### config.mk
export PLATFORM = sky130hd
export DESIGN_NAME = alu_exec_stage
export DESIGN_NICKNAME = d
export VERILOG_FILES = /design/src/rtl/alu_pkg.sv /design/src/rtl/alu_regfile.sv /design/src/rtl/alu_exec_stage.sv
export SDC_FILE = /design/constraint.sdc
export NUM_CORES = 1
export LEC_CHECK = 0
export CAP_MARGIN = 15
export CELL_PAD_IN_SITES_DETAIL_PLACEMENT = 0
export CELL_PAD_IN_SITES_GLOBAL_PLACEMENT = 1
export CORE_UTILIZATION = 25
export CTS_BUF_LIST = sky130_fd_sc_hd__clkbuf_8
export DETAILED_ROUTE_END_ITERATION = 10
export PLACE_DENSITY = 0.64
export SKIP_LAST_GASP = 1
export SLEW_MARGIN = 40
export SYNTH_ARGS = -nofsm -noshare
export SYNTH_HDL_FRONTEND = slang
export SYNTH_SLANG_ARGS = --single-unit
### constraint.sdc
create_clock -name clk -period 2.05 [get_ports clk]
set_input_delay 0.3075 -clock clk [delete_from_list [all_inputs] [get_ports clk]]
set_output_delay 0.3075 -clock clk [all_outputs]
set_load 0.01 [all_outputs]
### src/rtl/alu_pkg.sv
`default_nettype none
// ============================================================================
// Module   : alu_pkg
// Purpose  : Opcode encodings, datapath defaults shared with the alu, and the
//            rule that decides whether an opcode writes its destination.
// Revision : 1.0 - initial release
// ============================================================================
package alu_pkg;

    localparam int ALU_WIDTH        = 8;
    localparam int ALU_OPCODE_WIDTH = 3;

    localparam logic [ALU_OPCODE_WIDTH-1:0] OP_ADD = 3'b000;
    localparam logic [ALU_OPCODE_WIDTH-1:0] OP_SUB = 3'b001;
    localparam logic [ALU_OPCODE_WIDTH-1:0] OP_AND = 3'b010;
    localparam logic [ALU_OPCODE_WIDTH-1:0] OP_OR  = 3'b011;
    localparam logic [ALU_OPCODE_WIDTH-1:0] OP_XOR = 3'b100;
    localparam logic [ALU_OPCODE_WIDTH-1:0] OP_CMP = 3'b101;
    localparam logic [ALU_OPCODE_WIDTH-1:0] OP_SHL = 3'b110;
    localparam logic [ALU_OPCODE_WIDTH-1:0] OP_SHR = 3'b111;

    // CMP only updates the compare flags; every other opcode writes rd.
    function automatic logic writes_rd(input logic [ALU_OPCODE_WIDTH-1:0] opcode);
        return (opcode != OP_CMP);
    endfunction

endpackage
`default_nettype wire

### src/rtl/alu_regfile.sv
`default_nettype none
// ============================================================================
// Module   : alu_regfile
// Purpose  : NUM_REGS x WIDTH register file, async active-low reset,
//            three combinational read ports (rs1, rs2, debug) and one
//            synchronous write port. Reads always return the pre-write value.
// Revision : 1.0 - initial release
// ============================================================================
module alu_regfile
    import alu_pkg::*;
#(
    parameter int WIDTH    = ALU_WIDTH,
    parameter int NUM_REGS = 4,
    parameter int RA       = $clog2(NUM_REGS)
) (
    input  logic             clk,
    input  logic             rst_n,
    input  logic             wr_en,
    input  logic [RA-1:0]    wr_addr,
    input  logic [WIDTH-1:0] wr_data,
    input  logic [RA-1:0]    rd_addr1,
    output logic [WIDTH-1:0] rd_data1,
    input  logic [RA-1:0]    rd_addr2,
    output logic [WIDTH-1:0] rd_data2,
    input  logic [RA-1:0]    dbg_addr,
    output logic [WIDTH-1:0] dbg_data
);

    logic [WIDTH-1:0] regs_q [NUM_REGS];
    logic [WIDTH-1:0] regs_d [NUM_REGS];

    // Next-state: only the addressed entry changes on a write.
    always_comb begin
        for (int i = 0; i < NUM_REGS; i++) begin
            regs_d[i] = regs_q[i];
        end
        if (wr_en) begin
            regs_d[wr_addr] = wr_data;
        end
    end

    // Storage, cleared asynchronously.
    always_ff @(posedge clk or negedge rst_n) begin
        if (!rst_n) begin
            for (int i = 0; i < NUM_REGS; i++) begin
                regs_q[i] <= '0;
            end
        end else begin
            for (int i = 0; i < NUM_REGS; i++) begin
                regs_q[i] <= regs_d[i];
            end
        end
    end

    assign rd_data1 = regs_q[rd_addr1];
    assign rd_data2 = regs_q[rd_addr2];
    assign dbg_data = regs_q[dbg_addr];

endmodule
`default_nettype wire

### src/rtl/alu_exec_stage.sv
`default_nettype none
// ============================================================================
// Module   : alu_exec_stage
// Purpose  : Execute stage of the 8-bit uC. Accepts decoded instructions on a
//            valid/ready handshake, reads operands from alu_regfile into the
//            EX register that drives the external alu, and retires the alu
//            result into the register file and status flags one cycle later.
// Config   : ALU_EXEC_FWD_EN - when defined, a RAW hazard on the instruction
//            in EX is resolved by bypassing alu_result (in_ready stays 1);
//            otherwise the incoming instruction is stalled for one cycle.
// Revision : 1.0 - initial release
// ============================================================================
module alu_exec_stage
    import alu_pkg::*;
#(
    parameter int WIDTH        = ALU_WIDTH,
    parameter int OPCODE_WIDTH = ALU_OPCODE_WIDTH,
    parameter int NUM_REGS     = 4,
    parameter int RA           = $clog2(NUM_REGS)
) (
    input  logic                    clk,
    input  logic                    rst_n,
    input  logic                    in_valid,
    output logic                    in_ready,
    input  logic [OPCODE_WIDTH-1:0] in_opcode,
    input  logic [RA-1:0]           in_rd,
    input  logic [RA-1:0]           in_rs1,
    input  logic [RA-1:0]           in_rs2,
    input  logic                    in_use_imm,
    input  logic [WIDTH-1:0]        in_imm,
    output logic [WIDTH-1:0]        alu_a,
    output logic [WIDTH-1:0]        alu_b,
    output logic [OPCODE_WIDTH-1:0] alu_opcode,
    input  logic [WIDTH-1:0]        alu_result,
    input  logic                    alu_carry,
    input  logic                    alu_a_greater,
    input  logic                    alu_a_equal,
    output logic                    flag_c,
    output logic                    flag_z,
    output logic                    flag_gt,
    output logic                    flag_eq,
    output logic                    ret_valid,
    output logic [RA-1:0]           ret_rd,
    output logic [WIDTH-1:0]        ret_data,
    input  logic [RA-1:0]           dbg_addr,
    output logic [WIDTH-1:0]        dbg_data
);

    // EX register
    logic                    ex_valid_q, ex_valid_d;
    logic [OPCODE_WIDTH-1:0] ex_op_q,    ex_op_d;
    logic [RA-1:0]           ex_rd_q,    ex_rd_d;
    logic [WIDTH-1:0]        ex_a_q,     ex_a_d;
    logic [WIDTH-1:0]        ex_b_q,     ex_b_d;

    // Flags and retire reporting
    logic                    flag_c_q,   flag_c_d;
    logic                    flag_z_q,   flag_z_d;
    logic                    flag_gt_q,  flag_gt_d;
    logic                    flag_eq_q,  flag_eq_d;
    logic                    ret_valid_q, ret_valid_d;
    logic [RA-1:0]           ret_rd_q,   ret_rd_d;
    logic [WIDTH-1:0]        ret_data_q, ret_data_d;

    logic [WIDTH-1:0]        rs1_data, rs2_data;
    logic [WIDTH-1:0]        op_a, op_b;
    logic                    ex_writes;
    logic                    rf_wr_en;
    logic                    hazard_a, hazard_b;
    logic                    accept;

    alu_regfile #(
        .WIDTH    (WIDTH),
        .NUM_REGS (NUM_REGS),
        .RA       (RA)
    ) u_regfile (
        .clk      (clk),
        .rst_n    (rst_n),
        .wr_en    (rf_wr_en),
        .wr_addr  (ex_rd_q),
        .wr_data  (alu_result),
        .rd_addr1 (in_rs1),
        .rd_data1 (rs1_data),
        .rd_addr2 (in_rs2),
        .rd_data2 (rs2_data),
        .dbg_addr (dbg_addr),
        .dbg_data (dbg_data)
    );

    // Hazard detection against the instruction currently in EX; a CMP in EX
    // never writes, so it can never be the producer of a hazard.
    always_comb begin
        ex_writes = ex_valid_q && writes_rd(ex_op_q);
        rf_wr_en  = ex_writes;
        hazard_a  = ex_writes && (in_rs1 == ex_rd_q);
        hazard_b  = ex_writes && !in_use_imm && (in_rs2 == ex_rd_q);
    end

`ifdef ALU_EXEC_FWD_EN
    // Bypass: a hazard operand takes the result the alu is producing now.
    always_comb begin
        in_ready = 1'b1;
        op_a     = hazard_a ? alu_result : rs1_data;
        op_b     = hazard_b ? alu_result : rs2_data;
    end
`else
    // Stall: hold off the dependent instruction for the single cycle it takes
    // the producer to retire; the regfile then returns the written value.
    always_comb begin
        in_ready = !(hazard_a || hazard_b);
        op_a     = rs1_data;
        op_b     = rs2_data;
    end
`endif

    // Next-state for EX register, retire reporting and flags.
    always_comb begin
        accept      = in_valid && in_ready;

        ex_valid_d  = accept;
        ex_op_d     = ex_op_q;
        ex_rd_d     = ex_rd_q;
        ex_a_d      = ex_a_q;
        ex_b_d      = ex_b_q;

        flag_c_d    = flag_c_q;
        flag_z_d    = flag_z_q;
        flag_gt_d   = flag_gt_q;
        flag_eq_d   = flag_eq_q;
        ret_valid_d = 1'b0;
        ret_rd_d    = ret_rd_q;
        ret_data_d  = ret_data_q;

        if (accept) begin
            ex_op_d = in_opcode;
            ex_rd_d = in_rd;
            ex_a_d  = op_a;
            ex_b_d  = in_use_imm ? in_imm : op_b;
        end

        if (ex_valid_q) begin
            if (ex_writes) begin
                flag_z_d    = (alu_result == '0);
                ret_valid_d = 1'b1;
                ret_rd_d    = ex_rd_q;
                ret_data_d  = alu_result;
            end else begin
                flag_gt_d   = alu_a_greater;
                flag_eq_d   = alu_a_equal;
            end
            if (ex_op_q == OP_ADD) begin
                flag_c_d = alu_carry;
            end
        end
    end

    // State registers; reset discards any in-flight instruction.
    always_ff @(posedge clk or negedge rst_n) begin
        if (!rst_n) begin
            ex_valid_q  <= 1'b0;
            ex_op_q     <= '0;
            ex_rd_q     <= '0;
            ex_a_q      <= '0;
            ex_b_q      <= '0;
            flag_c_q    <= 1'b0;
            flag_z_q    <= 1'b0;
            flag_gt_q   <= 1'b0;
            flag_eq_q   <= 1'b0;
            ret_valid_q <= 1'b0;
            ret_rd_q    <= '0;
            ret_data_q  <= '0;
        end else begin
            ex_valid_q  <= ex_valid_d;
            ex_op_q     <= ex_op_d;
            ex_rd_q     <= ex_rd_d;
            ex_a_q      <= ex_a_d;
            ex_b_q      <= ex_b_d;
            flag_c_q    <= flag_c_d;
            flag_z_q    <= flag_z_d;
            flag_gt_q   <= flag_gt_d;
            flag_eq_q   <= flag_eq_d;
            ret_valid_q <= ret_valid_d;
            ret_rd_q    <= ret_rd_d;
            ret_data_q  <= ret_data_d;
        end
    end

    assign alu_a      = ex_a_q;
    assign alu_b      = ex_b_q;
    assign alu_opcode = ex_op_q;
    assign flag_c     = flag_c_q;
    assign flag_z     = flag_z_q;
    assign flag_gt    = flag_gt_q;
    assign flag_eq    = flag_eq_q;
    assign ret_valid  = ret_valid_q;
    assign ret_rd     = ret_rd_q;
    assign ret_data   = ret_data_q;

endmodule
`default_nettype wire
==> flow_summary.ini, run 1 <==
[outcome]
status = finished, final reports clean

[worst_hold_path]
hold_class = register to register

[floorplanning]
die_w_um = 120
dieArea_um2 = 14500
die_h_um = 120
core_um2 = 13500
rows = 42
io_pins = 77
start_util = 0.261

[synthesis]
syn_inst = 222
syn_area_um2 = 3510
ys_ff_latch = 69
avgSynthCellArea_um2 = 15.8
synth.net_count = 256
ys_warn_count = 0
ys_types = 27
ys_seq_area_frac = 0.492

[setup_path]
path_class = primary input to output pin
arrival_ns = 1.65
critPathRequiredTime_ns = 1.74
worstSetupEndpointType = output pin
worstPathCellList = clkdlybuf4s50_1 > xor2_1 > o32ai_4 > nand2_1 > dlygate4sd2_1
cp-start-kind = primary input
crit_family = buffers and inverters
crit_fanout = 2
path_buf_inv = 2
critPathSlowestCell = clkdlybuf4s50_1
cp_slowest_stage_delay_ns = 0.47

[pwr]
pwr-share-clk = 0.236
seq_power_share = 0.374
switching_share = 0.291
p_int_uw = 4660
p_comb_frac = 0.391
ir_drop_mv = 0.422
p_leak_uw = 0.00210
finalPower_uw = 6570
power_switching_uw = 1910
power_per_cell_area_nw_per_um2 = 1330

[final_layout]
fill_cells = 1317
final_core_util = 0.366
n_antenna_cell = 0
layout_commonest_cell = dfrtp_1
area_delta_synth_final_pct = 40.4
finalNetCount = 359
layout-drive-gt1-share = 0.409
seq_area_um2 = 1730
final_cell_mix = dfrtp_1 (67), clkdlybuf4s50_1 (64), mux2_2 (45), nand2_1 (34), buf_4 (21)
multi_input_area_um2 = 1660

[clocking]
cts.sinks = 69
cts_tree = done
htree_num_levels = 3
numCtsBuffers = 9
clk_latency_ns = 0.35
cts_root_buffer = clkbuf_8
clockBufferDepth = 2
cts.clk_slew.worst_paths_ns = 0.08

[routing]
drc = 0
via_count = 2269
first_pass_iters = 5
first_iter_violations = 152
viasPerCell = 4.48
wl_per_cell_um = 17.7
drt-total-wl_um = 8950
ant_nets = 0

[sta]
fin_crit_sh = 0.954
slew_headroom = 0.742
max_slew.worst_pin.slew_ns = 0.387
fin_setup_tns_ns = 0
finalCriticalPeriod_ns = 1.96
setup_viol = 0
slew_viol_final = 0
max_freq_mhz = 511
fin_skew_ns = 0.00661
layout_setup_ws_ns = 0.0946
final_hold_viol_count = 0
rsz0062_at_grt = false

[global_route]
antenna_found_initial = 0
grt_pass1_vias = 2391
grtUsageTotal = 0.132
grt.overflow.total = 0
grt_max_degree = 70
grt_pass1_wl_um = 14000

[job]
cap_violations = 0

[placement]
place_congestion = 0.783
post-dp-hpwl_um = 6450
io_buffers = 76
pre_cts_ws_ns = -0.287
==> state kept, by name, indices dropped and copies added, names as in the netlist <==
register,cells
ret_rd,2
ex_valid_q,1
ret_data,8
ret_valid,1
flag_gt,1
u_regfile.regs_q,32
alu_a,8
alu_b,8
flag_eq,1
flag_z,1
alu_opcode,3
ex_rd_q,2
flag_c,1
==> layout make-up <==
| cell class | count | area share |
|---|---|---|
| Clock buffer | 11 | 0.0307 |
| Tap cell | 176 | 0.0447 |
| Sequential cell | 69 | 0.351 |
| Clock inverter | 5 | 0.0262 |
| Inverter | 3 | 0.00229 |
| Timing Repair Buffer | 104 | 0.208 |
| Multi-Input combinational cell | 138 | 0.337 |
==> Yosys cell counts (all sizes together) <==
master	instances	area share
xor2	4	0.012
a21bo	1	0.0046
mux4	24	0.16
inv	2	0.0021
mux2	64	0.23
clkbuf	3	0.0061
nand4b	1	0.0025
nand3b	2	0.0043
nor4b	1	0.0025
nand3	2	0.0029
nor3	1	0.0029
nand2	34	0.036
buf	9	0.029
clkinv	1	0.0011
dfrtp	69	0.49
o32ai	1	0.0046
o21ai	1	0.0046
nor4	2	0.0036
==> layer usage <==
| layer | up-vias | share of wire | GRT usage |
|---|---|---|---|
| li1 | 1033 | - | - |
| met1 | 1165 | 0.47 | 0.175 |
| met2 | 66 | 0.46 | 0.202 |
| met3 | 5 | 0.058 | 0.0410 |
| met4 | 0 | 0.011 | 0.0509 |
| met5 | - | 0 | 0 |
==> path summary, 6_finish.rpt <==
check	start	end	slack, ns	cells past startpoint
worst max-delay path	in_rs2[1]	in_ready	0.09	5
worst min-delay path	ret_data[5]	ret_data[5]	0.48	2
worst max register to register	alu_opcode[0]	u_regfile.regs_q[18]	0.23	6
worst min register to register	ret_data[5]	ret_data[5]	0.48	2
max in group asynchronous	rst_n	ex_rd_q[1]	1.22	3
min in group asynchronous	rst_n	ret_data[2]	0.50	3
==> what timing repair did <==
item                                    in CTS  in global routing
hold buffers                                 1                  0
pin swaps                                    1                  1
resized for setup                           22                  0
buffers inserted                             2                  2
hold endpoints to repair                    66                  0
endpoints found under the setup margin       9                  1
==> worst min-delay path, delay by kind of cell, from the launching register on <==
kind | cells | cell delay, ns
DFF | 1 | 0.35
and+or+nand+nor | 2 | 0.10
==> power groups by stage <==
| stage | Sequential (µW) | Combinational, µW | Clock [µW] |
|---|---|---|---|
| 2_1_floorplan | 2440 | 1400 | 0 |
| 3_3_place_gp | 2450 | 2600 | 0 |
| 3_5_place_dp | 2470 | 2630 | 0 |
| 4_1_cts | 2450 | 2590 | 1580 |
| 5_1_grt | 2550 | 2740 | 1630 |
| 6_report | 2450 | 2570 | 1550 |
==> through the flow <==
step	hold WS (ns)	std cells	instance area, µm²
after floorplan	0.0119	222	3510
after global placement	0.359	485	4610
after detailed placement	0.363	485	4610
after CTS	0.494	504	4910
after global routing	0.509	506	4920
final	0.485	506	4920
==> logic make-up (layout without fill, tap and decap cells) <==
family | count (synthesis) | in the layout | synth area share
AOI/OAI and AO/OA | 3 | 3 | 0.0139
xor gates and xnor gates | 4 | 4 | 0.0121
buffers and inverters | 15 | 123 | 0.0382
DFF | 69 | 69 | 0.492
muxes | 88 | 88 | 0.389
and+or+nand+nor | 43 | 43 | 0.0549
Note: power is estimated with default switching activity, not from simulation.
==> run 2, diff against run 1 <==
--- a/config.mk
+++ b/config.mk
@@ -11,7 +11,8 @@
 export CORE_UTILIZATION = 25
 export CTS_BUF_LIST = sky130_fd_sc_hd__clkbuf_8
 export DETAILED_ROUTE_END_ITERATION = 10
-export PLACE_DENSITY = 0.64
+export DONT_BUFFER_PORTS = 1
+export PLACE_DENSITY = 0.56
 export SKIP_LAST_GASP = 1
 export SLEW_MARGIN = 40
 export SYNTH_ARGS = -nofsm -noshare
==> constraint.sdc (replaced) <==
create_clock -name clk -period 1.7 [get_ports clk]
set_input_delay 0.255 -clock clk [delete_from_list [all_inputs] [get_ports clk]]
set_output_delay 0.255 -clock clk [all_outputs]
set_load 0.01 [all_outputs]
==> flow_summary.ini, run 2 (synthesized netlist as in run 1, its figures left out) <==
[placement]
pre_cts_ws_ns = -0.0123
place_congestion = 0.702
io_buffers = 0
post-dp-hpwl_um = 6210

[sta]
setup_viol = 1
slew_headroom = 0.746
finalCriticalPeriod_ns = 1.71
layout_setup_ws_ns = -0.0142
fin_skew_ns = 0.0128
fin_crit_sh = 1.01
max_freq_mhz = 583
worst_hold_slack_ns = -0.420
rsz0062_at_grt = true
final_hold_viol_count = 69
max_slew.worst_pin.slew_ns = 0.377
slew_viol_final = 0

[worst_hold_path]
hold_class = primary input to async pin

[final_layout]
fill_cells = 1388
seq_area_um2 = 1730
regMostFlops = u_regfile.regs_q
layout-drive-gt1-share = 0.478
multi_input_area_um2 = 1650
finalNetCount = 280
layout_commonest_cell = dfrtp_1
area_delta_synth_final_pct = 15.1
final_cell_mix = dfrtp_1 (68), mux2_2 (45), nand2_1 (34), mux2_4 (19), mux4_2 (16)
largest_reg_flops = 32
n_antenna_cell = 0

[global_route]
antenna_found_initial = 0
grt_max_degree = 70
grt_pass1_vias = 2164
grt.overflow.total = 0
grtUsageTotal = 0.133
grt_pass1_wl_um = 13500

[pwr]
ir_drop_mv = 0.396
power_per_cell_area_nw_per_um2 = 1580
p_leak_uw = 0.00172
finalPower_uw = 6390

[setup_path]
path_class = register to output pin
crit_family = flip-flops
cp_slowest_stage_delay_ns = 0.44
arrival_ns = 1.46
cp-start-kind = register
timing.critical_path.from = ex_rd_q[0]
critPathRequiredTime_ns = 1.44
worstReg2RegStart = ex_rd_q[0]
worstSetupEndpointType = output pin
worstPathCellList = xor2_2 > o32ai_2 > buf_4 > nand2_1
critPathSlowestCell = dfrtp_2
crit_fanout = 3
path_buf_inv = 1

[job]
cap_violations = 0

[floorplanning]
die_h_um = 120
rows = 42
io_pins = 77
start_util = 0.261
dieArea_um2 = 14500
core_um2 = 13500
die_w_um = 120

[routing]
wl_per_cell_um = 21.0
first_pass_iters = 4
drc = 0
via_count = 2025
ant_nets = 0
first_iter_violations = 110
drt-total-wl_um = 8970
viasPerCell = 4.74

[clocking]
cts_root_buffer = clkbuf_8
numCtsBuffers = 9
htree_num_levels = 3
cts.clk_slew.worst_paths_ns = 0.08
clockBufferDepth = 2
cts_tree = done
cts.sinks = 69
postCtsSetupBuffers = 0
clk_latency_ns = 0.36

[outcome]
status = finished with violations
violations = hold timing, setup timing
-- run 2: cell types whose count changed in the layout (fill, tap and decap cells not counted), moves of 4 or more --
cell and delta:
buf_4 -8, dlygate4sd2_1 -8, dlygate4sd3_1 +8, clkdlybuf4s50_1 -64
bufinv_16 -4
-- run 2: layout make-up --
cell class                      count  area share
Inverter                            3     0.00279
Tap cell                          176      0.0546
Clock buffer                        9      0.0307
Clock inverter                      7      0.0124
Multi-Input combinational cell    138       0.410
Timing Repair Buffer               25      0.0614
Sequential cell                    69       0.428
-- run 2: final timing paths --
kind,cells after the start,endpoint,slack [ns]
max in group asynchronous,0,u_regfile.regs_q[28],2.00
setup / recovery,4,in_ready,-0.01
setup reg to reg,5,alu_b[0],0.03
min in group clk,1,alu_opcode[0],0.03
hold / removal,0,flag_gt,-0.42
hold reg to reg,2,ret_data[2],0.55
-- run 2: worst reg2reg max path, cell delays in order (launching register included) --
cell and delay [ns]:
dfrtp_2 0.44, xor2_2 0.15, o32ai_2 0.25, a21bo_4 0.22
buf_12 0.15, mux2_2 0.34
-- run 2: what timing repair did --
item                                    CTS  global route
cloned                                    0             0
hold buffers                              8             1
endpoints found under the hold margin    77            70
pin swaps                                 1             0
gates resized for setup                   0             2
endpoints found under the setup margin    3            22
-- run 2: per-stage QoR --
step | instance area [µm²] | std cells | setup TNS (ns) | util
after global placement | 3760 | 402 | 0 | 0.280
after floorplan | 3510 | 222 | 0 | -
final | 4040 | 427 | -0.0142 | 0.300
after global routing | 4040 | 427 | -0.120 | 0.300
after CTS | 4020 | 426 | -0.0808 | 0.299
after detailed placement | 3760 | 402 | -0.0123 | 0.280
-- run 2: power by group --
part           switching, µW  internal (µW)
sequential               771           2370
clock                    692            533
combinational            683           1340
-- run 2: per-layer routing --
metal,routed length [µm],up-vias,global-route usage
met5,0,-,0
met4,87,0,0.0394
met3,682,6,0.0604
met2,4350,63,0.213
met1,3840,1078,0.158
li1,-,878,-
